File: src/rtl/addsub_arbiter_pkg.sv
// addsub_arbiter_pkg
// Shared definitions for the add/subtract arbiter:
//   - state_t : controller states (IDLE, EXEC, RESP)
//   - OPW     : operand / result width (16)
//   - SAT_MAX : largest signed 16-bit value, used on positive overflow
//   - SAT_MIN : smallest signed 16-bit value, used on negative overflow
//   - saturate(): clamps a wrapped adder result when overflow occurred
package addsub_arbiter_pkg;

  localparam int OPW = 16;

  localparam logic [OPW-1:0] SAT_MAX = 16'h7FFF;
  localparam logic [OPW-1:0] SAT_MIN = 16'h8000;

  typedef enum logic [1:0] {
    IDLE = 2'd0,
    EXEC = 2'd1,
    RESP = 2'd2
  } state_t;

  // Signed overflow can only happen when both effective operands share a
  // sign, and that sign is always the sign of A, so A's sign bit alone tells
  // which rail to clamp to.
  function automatic logic [OPW-1:0] saturate(input logic [OPW-1:0] raw,
                                               input logic           ovfl,
                                               input logic           a_sign);
    logic [OPW-1:0] result;
    result = raw;
    if (ovfl) begin
      result = a_sign ? SAT_MIN : SAT_MAX;
    end
    return result;
  endfunction

endpackage

File: src/rtl/addsub_16bit_cla.sv
// addsub_16bit_cla
// 16-bit two's complement adder/subtractor built as four 4-bit carry
// lookahead groups with a lookahead carry chain between groups.
// Ports:
//   Sum  output [15:0]  wrapped (non-saturated) A+B or A-B
//   Ovfl output         signed overflow of the wrapped result
//   A    input  [15:0]  operand A
//   B    input  [15:0]  operand B
//   Sub  input          1 = A-B, 0 = A+B
module addsub_16bit_cla (
  output logic [15:0] Sum,
  output logic        Ovfl,
  input  logic [15:0] A,
  input  logic [15:0] B,
  input  logic        Sub
);

  logic [15:0] b_eff;
  logic [15:0] gen;
  logic [15:0] prop;
  logic [16:0] carry;
  logic [4:0]  group_carry;
  logic        group_gen;
  logic        group_prop;

  // Subtraction is A + ~B + 1: invert B and feed Sub in as carry-in.
  // Group generate/propagate produce the carry into each 4-bit group, then
  // each group ripples internally from its own lookahead carry.
  always_comb begin
    b_eff          = B ^ {16{Sub}};
    gen            = A & b_eff;
    prop           = A ^ b_eff;
    group_carry    = '0;
    group_carry[0] = Sub;
    carry          = '0;
    group_gen      = 1'b0;
    group_prop     = 1'b0;

    for (int j = 0; j < 4; j++) begin
      group_gen  = 1'b0;
      group_prop = 1'b1;
      for (int b = 0; b < 4; b++) begin
        group_gen  = gen[4*j+b] | (prop[4*j+b] & group_gen);
        group_prop = group_prop & prop[4*j+b];
      end
      group_carry[j+1] = group_gen | (group_prop & group_carry[j]);
    end

    for (int j = 0; j < 4; j++) begin
      carry[4*j] = group_carry[j];
      for (int b = 0; b < 4; b++) begin
        carry[4*j+b+1] = gen[4*j+b] | (prop[4*j+b] & carry[4*j+b]);
      end
    end
    carry[16] = group_carry[4];

    Sum  = prop ^ carry[15:0];
    Ovfl = carry[16] ^ carry[15];
  end

endmodule

File: src/rtl/addsub_arbiter.sv
// addsub_arbiter
// Shares one 16-bit saturating adder/subtractor between NUM_REQ requesters.
// A three-state controller (IDLE -> EXEC -> RESP) grants one requester,
// computes its result in the shared adder and holds the response until the
// consumer accepts it.
//
// Configuration macro:
//   ADDSUB_ARB_RR_EN defined   : round-robin arbitration starting at a pointer
//                                that moves past each granted requester.
//   ADDSUB_ARB_RR_EN undefined : fixed priority, lowest index wins.
//
// Ports:
//   clk         input                 clock, rising edge
//   rst         input                 asynchronous active-high reset
//   req_valid   input  [NUM_REQ-1:0]  per-requester request valid
//   req_ready   output [NUM_REQ-1:0]  accept strobe, one-hot or zero
//   req_a       input  [16*NUM_REQ-1:0] operand A, requester i at [16i+15:16i]
//   req_b       input  [16*NUM_REQ-1:0] operand B, same packing
//   req_sub     input  [NUM_REQ-1:0]  1 = A-B, 0 = A+B
//   resp_valid  output                result available
//   resp_ready  input                 consumer accepts result
//   resp_id     output [1:0]          requester owning the result
//   resp_sum    output [15:0]         saturated signed result
//   resp_ovfl   output                result was saturated
//   ovfl_cnt    output [15:0]         saturating count of delivered overflows
module addsub_arbiter
  import addsub_arbiter_pkg::*;
#(
  parameter int NUM_REQ = 2
) (
  input  logic                   clk,
  input  logic                   rst,
  input  logic [NUM_REQ-1:0]     req_valid,
  output logic [NUM_REQ-1:0]     req_ready,
  input  logic [OPW*NUM_REQ-1:0] req_a,
  input  logic [OPW*NUM_REQ-1:0] req_b,
  input  logic [NUM_REQ-1:0]     req_sub,
  output logic                   resp_valid,
  input  logic                   resp_ready,
  output logic [1:0]             resp_id,
  output logic [OPW-1:0]         resp_sum,
  output logic                   resp_ovfl,
  output logic [15:0]            ovfl_cnt
);

  state_t         state;
  logic [OPW-1:0] op_a;
  logic [OPW-1:0] op_b;
  logic           op_sub;
  logic [1:0]     op_id;

  logic           grant_any;
  logic [1:0]     grant_id;
  logic [OPW-1:0] sel_a;
  logic [OPW-1:0] sel_b;
  logic           sel_sub;

  logic [OPW-1:0] cla_sum;
  logic           cla_ovfl;

`ifdef ADDSUB_ARB_RR_EN
  logic [1:0]     ptr;

  // Round-robin search in two passes: first requesters at or above the
  // pointer, then the ones below it, which is a rotation without modulo.
  always_comb begin
    grant_any = 1'b0;
    grant_id  = 2'd0;
    for (int i = 0; i < NUM_REQ; i++) begin
      if (!grant_any && req_valid[i] && (2'(i) >= ptr)) begin
        grant_any = 1'b1;
        grant_id  = 2'(i);
      end
    end
    for (int i = 0; i < NUM_REQ; i++) begin
      if (!grant_any && req_valid[i] && (2'(i) < ptr)) begin
        grant_any = 1'b1;
        grant_id  = 2'(i);
      end
    end
  end
`else
  // Fixed priority: the lowest-numbered valid requester wins.
  always_comb begin
    grant_any = 1'b0;
    grant_id  = 2'd0;
    for (int i = 0; i < NUM_REQ; i++) begin
      if (!grant_any && req_valid[i]) begin
        grant_any = 1'b1;
        grant_id  = 2'(i);
      end
    end
  end
`endif

  // Pick the granted requester's operands out of the packed input buses.
  always_comb begin
    sel_a   = '0;
    sel_b   = '0;
    sel_sub = 1'b0;
    for (int i = 0; i < NUM_REQ; i++) begin
      if (grant_id == 2'(i)) begin
        sel_a   = req_a[i*OPW +: OPW];
        sel_b   = req_b[i*OPW +: OPW];
        sel_sub = req_sub[i];
      end
    end
  end

  // Accept strobe only exists in IDLE; gating with rst keeps it low while
  // reset is held even though the state register already reads IDLE.
  always_comb begin
    req_ready = '0;
    if (!rst && (state == IDLE) && grant_any) begin
      for (int i = 0; i < NUM_REQ; i++) begin
        req_ready[i] = (grant_id == 2'(i));
      end
    end
  end

  addsub_16bit_cla u_cla (
    .Sum  (cla_sum),
    .Ovfl (cla_ovfl),
    .A    (op_a),
    .B    (op_b),
    .Sub  (op_sub)
  );

  // Controller: IDLE latches the granted request, EXEC captures the
  // saturated adder output, RESP holds the response until it is taken.
  // Reset drops any in-flight operation.
  always_ff @(posedge clk or posedge rst) begin
    if (rst) begin
      state      <= IDLE;
      op_a       <= '0;
      op_b       <= '0;
      op_sub     <= 1'b0;
      op_id      <= 2'd0;
      resp_valid <= 1'b0;
      resp_id    <= 2'd0;
      resp_sum   <= '0;
      resp_ovfl  <= 1'b0;
      ovfl_cnt   <= '0;
`ifdef ADDSUB_ARB_RR_EN
      ptr        <= 2'd0;
`endif
    end else begin
      case (state)
        IDLE: begin
          if (grant_any) begin
            op_a   <= sel_a;
            op_b   <= sel_b;
            op_sub <= sel_sub;
            op_id  <= grant_id;
            state  <= EXEC;
`ifdef ADDSUB_ARB_RR_EN
            ptr    <= (grant_id == 2'(NUM_REQ - 1)) ? 2'd0 : grant_id + 2'd1;
`endif
          end
        end
        EXEC: begin
          resp_sum   <= saturate(cla_sum, cla_ovfl, op_a[OPW-1]);
          resp_ovfl  <= cla_ovfl;
          resp_id    <= op_id;
          resp_valid <= 1'b1;
          state      <= RESP;
        end
        RESP: begin
          if (resp_ready) begin
            resp_valid <= 1'b0;
            state      <= IDLE;
            if (resp_ovfl && (ovfl_cnt != 16'hFFFF)) begin
              ovfl_cnt <= ovfl_cnt + 16'd1;
            end
          end
        end
        default: begin
          state <= IDLE;
        end
      endcase
    end
  end

endmodule

File: config.mk
export PLATFORM = sky130hd
export DESIGN_NAME = addsub_arbiter
export DESIGN_NICKNAME = d
export VERILOG_FILES = /design/src/rtl/addsub_arbiter_pkg.sv /design/src/rtl/addsub_16bit_cla.sv /design/src/rtl/addsub_arbiter.sv
export SDC_FILE = /design/constraint.sdc
export NUM_CORES = 1
export LEC_CHECK = 0
export ABC_AREA = 1
export BUFFER_PORTS_ARGS = -buffer_cell sky130_fd_sc_hd__buf_4
export CORE_MARGIN = 2
export CORE_UTILIZATION = 48
export DETAILED_ROUTE_END_ITERATION = 16
export PLACE_DENSITY_LB_ADDON = 0.12
export SLEW_MARGIN = 20
export SYNTH_ARGS = -nofsm -noshare
export SYNTH_HDL_FRONTEND = slang
export SYNTH_SLANG_ARGS = --single-unit
File: constraint.sdc
create_clock -name clk -period 3.35 [get_ports clk]
set_input_delay 0.5025 -clock clk [delete_from_list [all_inputs] [get_ports clk]]
set_output_delay 0.5025 -clock clk [all_outputs]
set_load 0.05 [all_outputs]
After elaboration in Yosys (flattened, before gate mapping). Cells that the tools add are included.

Register bits after elaboration: 73. Input bits: 71. Word-level logic and storage cells: 120.

Add/subtract/negate cells: 1. Equality and inequality tests: 6. Muxes and demuxes: 17. Bitwise gates (word level): 73. Reductions and logical operators: 13.

Operators by type and width (number): two-way mux 16 bit (6); bitwise XOR 16 bit (3); AND 1 bit (40); OR 1 bit (28); adder 16 x 1 -> 16 bit, second input constant (1); AND 16 bit (1); != test 16 bit, second input constant (1); two-way mux 1 bit (6); two-way mux 2 bit (3); case mux 2 bit (3 select lines) (1); AND reduction 2 bit (3); == test 2 x 1 -> 1 bit, second input constant (2); logical AND 1 bit (4); logical NOT 2 bit (2); != test 2 bit, second input constant (2); AND reduction 3 bit (1); == test 2 bit, second input constant (1); logical NOT 1 bit (2); case mux 1 bit (2 select lines) (1); nonzero test 2 bit (1); bitwise XOR 1 bit (1).

Logic depth before layout (Yosys ltp).
Word-level depth: 21. Gate-level depth with buffers: 22. Mapped depth without buffers: 21.

By module. Synthesis repeated with hierarchy kept, for this count alone.

Cell total of the unflattened synthesis: 555. Area, all modules: 4319.1 um2.

By module, submodules not included: addsub_arbiter (times used 1, cells an instance 426, area an instance 3345.7 um2, sequential area each 1776.7 um2); addsub_16bit_cla (times used 1, cells an instance 129, area an instance 973.4 um2, sequential area each 0.0 um2).

Worst setup path before layout. No wires, ideal clock.

Kind: register to register. Start: reg op_sub. End: reg resp_sum[11]. Data arrival time: 3.594 ns. Slack: -0.368 ns. Cell stages (with the launch flop): 21. Path buffers: 3. Path through: dfrtp_1 -> buf_6 -> buf_2 -> xnor2_1 -> inv_1 -> ha_1 -> inv_1 -> nor3b_2 -> nand3_2 -> nand2_2 -> nand2_2 -> nand2_2 -> inv_1 -> fa_1 -> fa_1 -> fa_1 -> inv_1 -> nand3_4 -> buf_2 -> nand4_1 -> nand3_2.

Cells in the longest elaborated chain, start to end: 21.

RTL lines: from (decl) (RTL line addsub_arbiter.sv:49) `logic op_sub;`; from (signal assigned) (RTL line addsub_arbiter.sv:153) `op_sub <= sel_sub;`; bitwise XOR 16 bit (RTL line addsub_16bit_cla.sv:30) `b_eff = B ^ {16{Sub}};`; bitwise XOR 16 bit or AND 16 bit (tied branches) (RTL line addsub_16bit_cla.sv:32, addsub_16bit_cla.sv:31); AND 1 bit (RTL line addsub_16bit_cla.sv:43) `group_gen = gen[4*j+b] | (prop[4*j+b] & group_gen);`; OR 1 bit (RTL line addsub_16bit_cla.sv:43); AND 1 bit (RTL line addsub_16bit_cla.sv:43); OR 1 bit (RTL line addsub_16bit_cla.sv:43); AND 1 bit (RTL line addsub_16bit_cla.sv:43); OR 1 bit (RTL line addsub_16bit_cla.sv:43); (+5 left out); AND 1 bit (RTL line addsub_16bit_cla.sv:52) `carry[4*j+b+1] = gen[4*j+b] | (prop[4*j+b] & carry[4*j+b]);`; OR 1 bit (RTL line addsub_16bit_cla.sv:52); AND 1 bit (RTL line addsub_16bit_cla.sv:52); OR 1 bit (RTL line addsub_16bit_cla.sv:52); AND 1 bit (RTL line addsub_16bit_cla.sv:52); OR 1 bit (RTL line addsub_16bit_cla.sv:52); bitwise XOR 1 bit (RTL line addsub_16bit_cla.sv:58) `Ovfl = carry[16] ^ carry[15];`; two-way mux 16 bit (*) (RTL line addsub_arbiter_pkg.sv:29) `if (ovfl) begin`; to (signal assigned) (RTL line addsub_arbiter.sv:162) `resp_sum <= saturate(cla_sum, cla_ovfl, op_a[OPW-1]);`; to (decl) (RTL line addsub_arbiter.sv:41) `output logic [OPW-1:0] resp_sum,`.

Mark *: on every way between the ends. The rest lies on a longest branch, timed or not. A chain may end at the register's enable or synchronous reset.

Final worst setup path.
Start: reg op_sub. End: reg resp_sum[14].

The elaborated chain is that of the path after synthesis.

==> metrics.md <==
| Metric | Value |
|---|---|
| Initial antenna violation count | `0` |
| Mapped Nets | `588` |
| Post-synth cell types | `29` |
| WL per Instance | `14.6 um` |
| Routed vias/inst | `5.11` |
| Die Y | `97.8 um` |
| Number of synthesis warnings | `0` |
| Fin. Hold Viols | `0` |
| Final setup viols | `16` |
| Post-synth top cells | `71 x dfrtp_1, 69 x nand2_1, 62 x inv_1, 60 x o21ai_0, 49 x nor2_1` |
| DIE AREA | `0.00957 mm2` |
| Setup slack at placement | `-0.217 ns` |
| Max clock buf depth | `2` |
| H-tree level count | `3` |
| Cell with the most instances after synthesis | `dfrtp_1` |
| Outcome | `finished, violations left` |
| Most frequent CP cell | `nand2_2` |
| FF+latch count, synth | `71` |
| Setup WS post-layout | `-0.143 ns` |
| CP Class | `reg2reg` |
| Met2 usage | `37.7%` |
| Cell family with most CP delay | `adder cells` |
| FILL cells | `709` |
| CTS tree | `built` |
| Mean Syn Cell Area | `8.64 um2` |
| CP required | `3.58 ns` |
| Starting Density | `48.9%` |
| Ports | `109` |
| Slew Limit Fails | `0` |
| Drc violations | `0` |
| Post-synthesis sequential area ratio | `42.0%` |
| Worst clock skew | `0.0119 ns` |
| HP Class | `in2reg` |
| First-pass GRT wire length | `17500 um` |
| Total Wirelength | `10700 um` |
| Fmax achieved | `286 MHz` |
| GR Util met3 | `3.29%` |
| Initial DRC count | `165` |
| Unrepaired setup endpoints after global routing | `true` |
| Skew-Pair Late Insertion Delay | `0.35 ns` |
| Failing checks | `negative setup slack` |
| # diodes | `0` |
| Sequential cell area | `0.00178 mm2` |
| Ys async rst share | `100%` |
| Largest net degree at the start of global routing | `72` |
| Clock Root Buffer | `clkbuf_8` |
| Worst path arrival time | `3.72 ns` |
| Slew @ Worst Pin | `0.977 ns` |
| Initial DRT Pass Iterations | `4` |
| Max-cap viol count | `0` |
| Maximum fanout along the worst path | `8` |
| Met1 usage | `30.5%` |
| Ys flop type | `dfrtp_1` |
| EDFF count, synth | `0` |
| # rows | `34` |
| Top cells by area, synth | `dfrtp_1 42%, o21ai_0 7.1%, nand2_1 6.1%, inv_1 5.5%, fa_1 5.2%` |
| Post-Syn Instances | `489` |
| GRT Util Overall | `22.5%` |
| Crit end category | `flop` |
| Crit path time final | `3.49 ns` |
| Fin crit share | `104%` |
| Slew headroom | `34.8%` |
| Leading area contributor after synthesis | `dfrtp_1` |
| Crit start category | `flop` |
| GRT busiest layer | `met2` |
| Routed via count | `3738` |
| Gpl congestion | `0.853` |
| Buf+Inv Stages, Crit Path | `6` |
| DRT antenna net count | `0` |
| P&R area growth vs syn | `38.3%` |
| Worst path cell trace | `buf_12, xnor2_4, inv_2, ha_4, nand2_2, inv_2, nand2_2, nand3_2, nand3_2, nand2_2, nand2_2, nand2_2, inv_2, fa_2, fa_2, fa_2, inv_2, nand3_4, buf_12, nand4_1, nand3_2` |
| Fin nets | `717` |
| Count of hold-fix buffers inserted at cts | `0` |
| Synth top area share | `42.0%` |
| Core footprint | `0.00864 mm2` |
| Slowest cell on crit path | `dfrtp_2` |
| Die width | `97.8 um` |
| Max incr delay on CP | `0.46 ns` |
| Port bufs | `107` |
| Footprint of the multi-input gates | `0.00233 mm2` |
| Synth Cell Area | `0.00423 mm2` |
| GRT overflow | `0` |
| Vias in the first global route | `3695` |
| Post-DP HPWL | `7440 um` |
| Num CTS Buffers | `9` |
| Share of layout cells above drive strength 1 | `35.2%` |
| Clock sink total | `71` |
| Clock Pin Slew Worst Setup and Hold Paths | `0.07 ns` |
path summary, 6_finish.rpt:
kind,start,endpoint,slack [ns],depth (start not counted)
setup / recovery,op_sub,resp_sum[14],-0.14,21
hold / removal,resp_ready,state[1],0.38,2
setup reg to reg,op_sub,resp_sum[14],-0.14,21
hold reg to reg,ovfl_cnt[8],ovfl_cnt[8],0.49,1
max in group asynchronous,rst,op_sub,2.26,3
min in group asynchronous,rst,resp_sum[6],0.45,3
layer usage:
layer | vias to the layer above | part of all wire, %
li1 | 1854 | -
met3 | 10 | 5.2
met2 | 104 | 49
met1 | 1770 | 45
met5 | - | 0
met4 | 0 | 1.1
registers in the layout (all words and copies together), names as in the netlist:
register / count
op_sub: 1
resp_sum: 16
op_b: 16
resp_valid: 1
resp_ovfl: 1
op_id: 1
op_a: 16
resp_id: 1
state: 2
ovfl_cnt: 16
area by class of cell:
type,count,share of cell area [%]
multi-input cells,332,39.8
flip-flops and latches,71,30.4
repair buffers,140,19.4
inverters,64,4.11
clock buffers,10,2.35
well taps,108,2.31
clock inverters,6,1.58
cell families (layout without fill, tap and decap cells):
kind of cell / after synthesis / count (layout) / synth area share, %
other: 1 / 1 / 0.0888
flip-flops: 71 / 71 / 42.0
adder cells (fa/ha/maj): 28 / 28 / 10.2
AO/OA/AOI/OAI: 82 / 82 / 10.2
buffers and inverters: 87 / 220 / 8.29
XOR/XNOR: 33 / 33 / 6.84
AND/OR/NAND/NOR: 187 / 188 / 22.2
what timing repair did:
item,4_1_cts,5_1_grt
pin swaps,17,7
buffers inserted,6,3
gates resized for setup,16,20
setup endpoints to repair,17,17
gates cloned,3,0
stage by stage:
stage,cells,hold WS (ns),TNS (ns),area (um2),utilization (%)
after detailed placement,703,0.488,-3.08,5290,61.3
after global routing,731,0.394,-4.08,5840,67.7
final,731,0.381,-1.79,5840,67.7
after global placement,703,0.471,-1.69,5290,61.3
after CTS,728,0.377,-0.299,5730,66.4
after floorplan,489,0.459,-1.49,4270,-
cells in the final DEF (no fill, tap or decap), types with 12 or more instances in the layout:
cell     instances
nand4_1         19
buf_4          134
nand3_1         12
xor2_1          12
xnor2_1         15
nand3_2         18
nor2_1          48
o22ai_1         14
o21ai_0         59
nand2_1         63
inv_1           54
dfrtp_1         70
ha_1            12
Power is left out: the tool's default activity adds up to more than one toggle a clock period on the data nets, which glitch-free logic cannot reach.
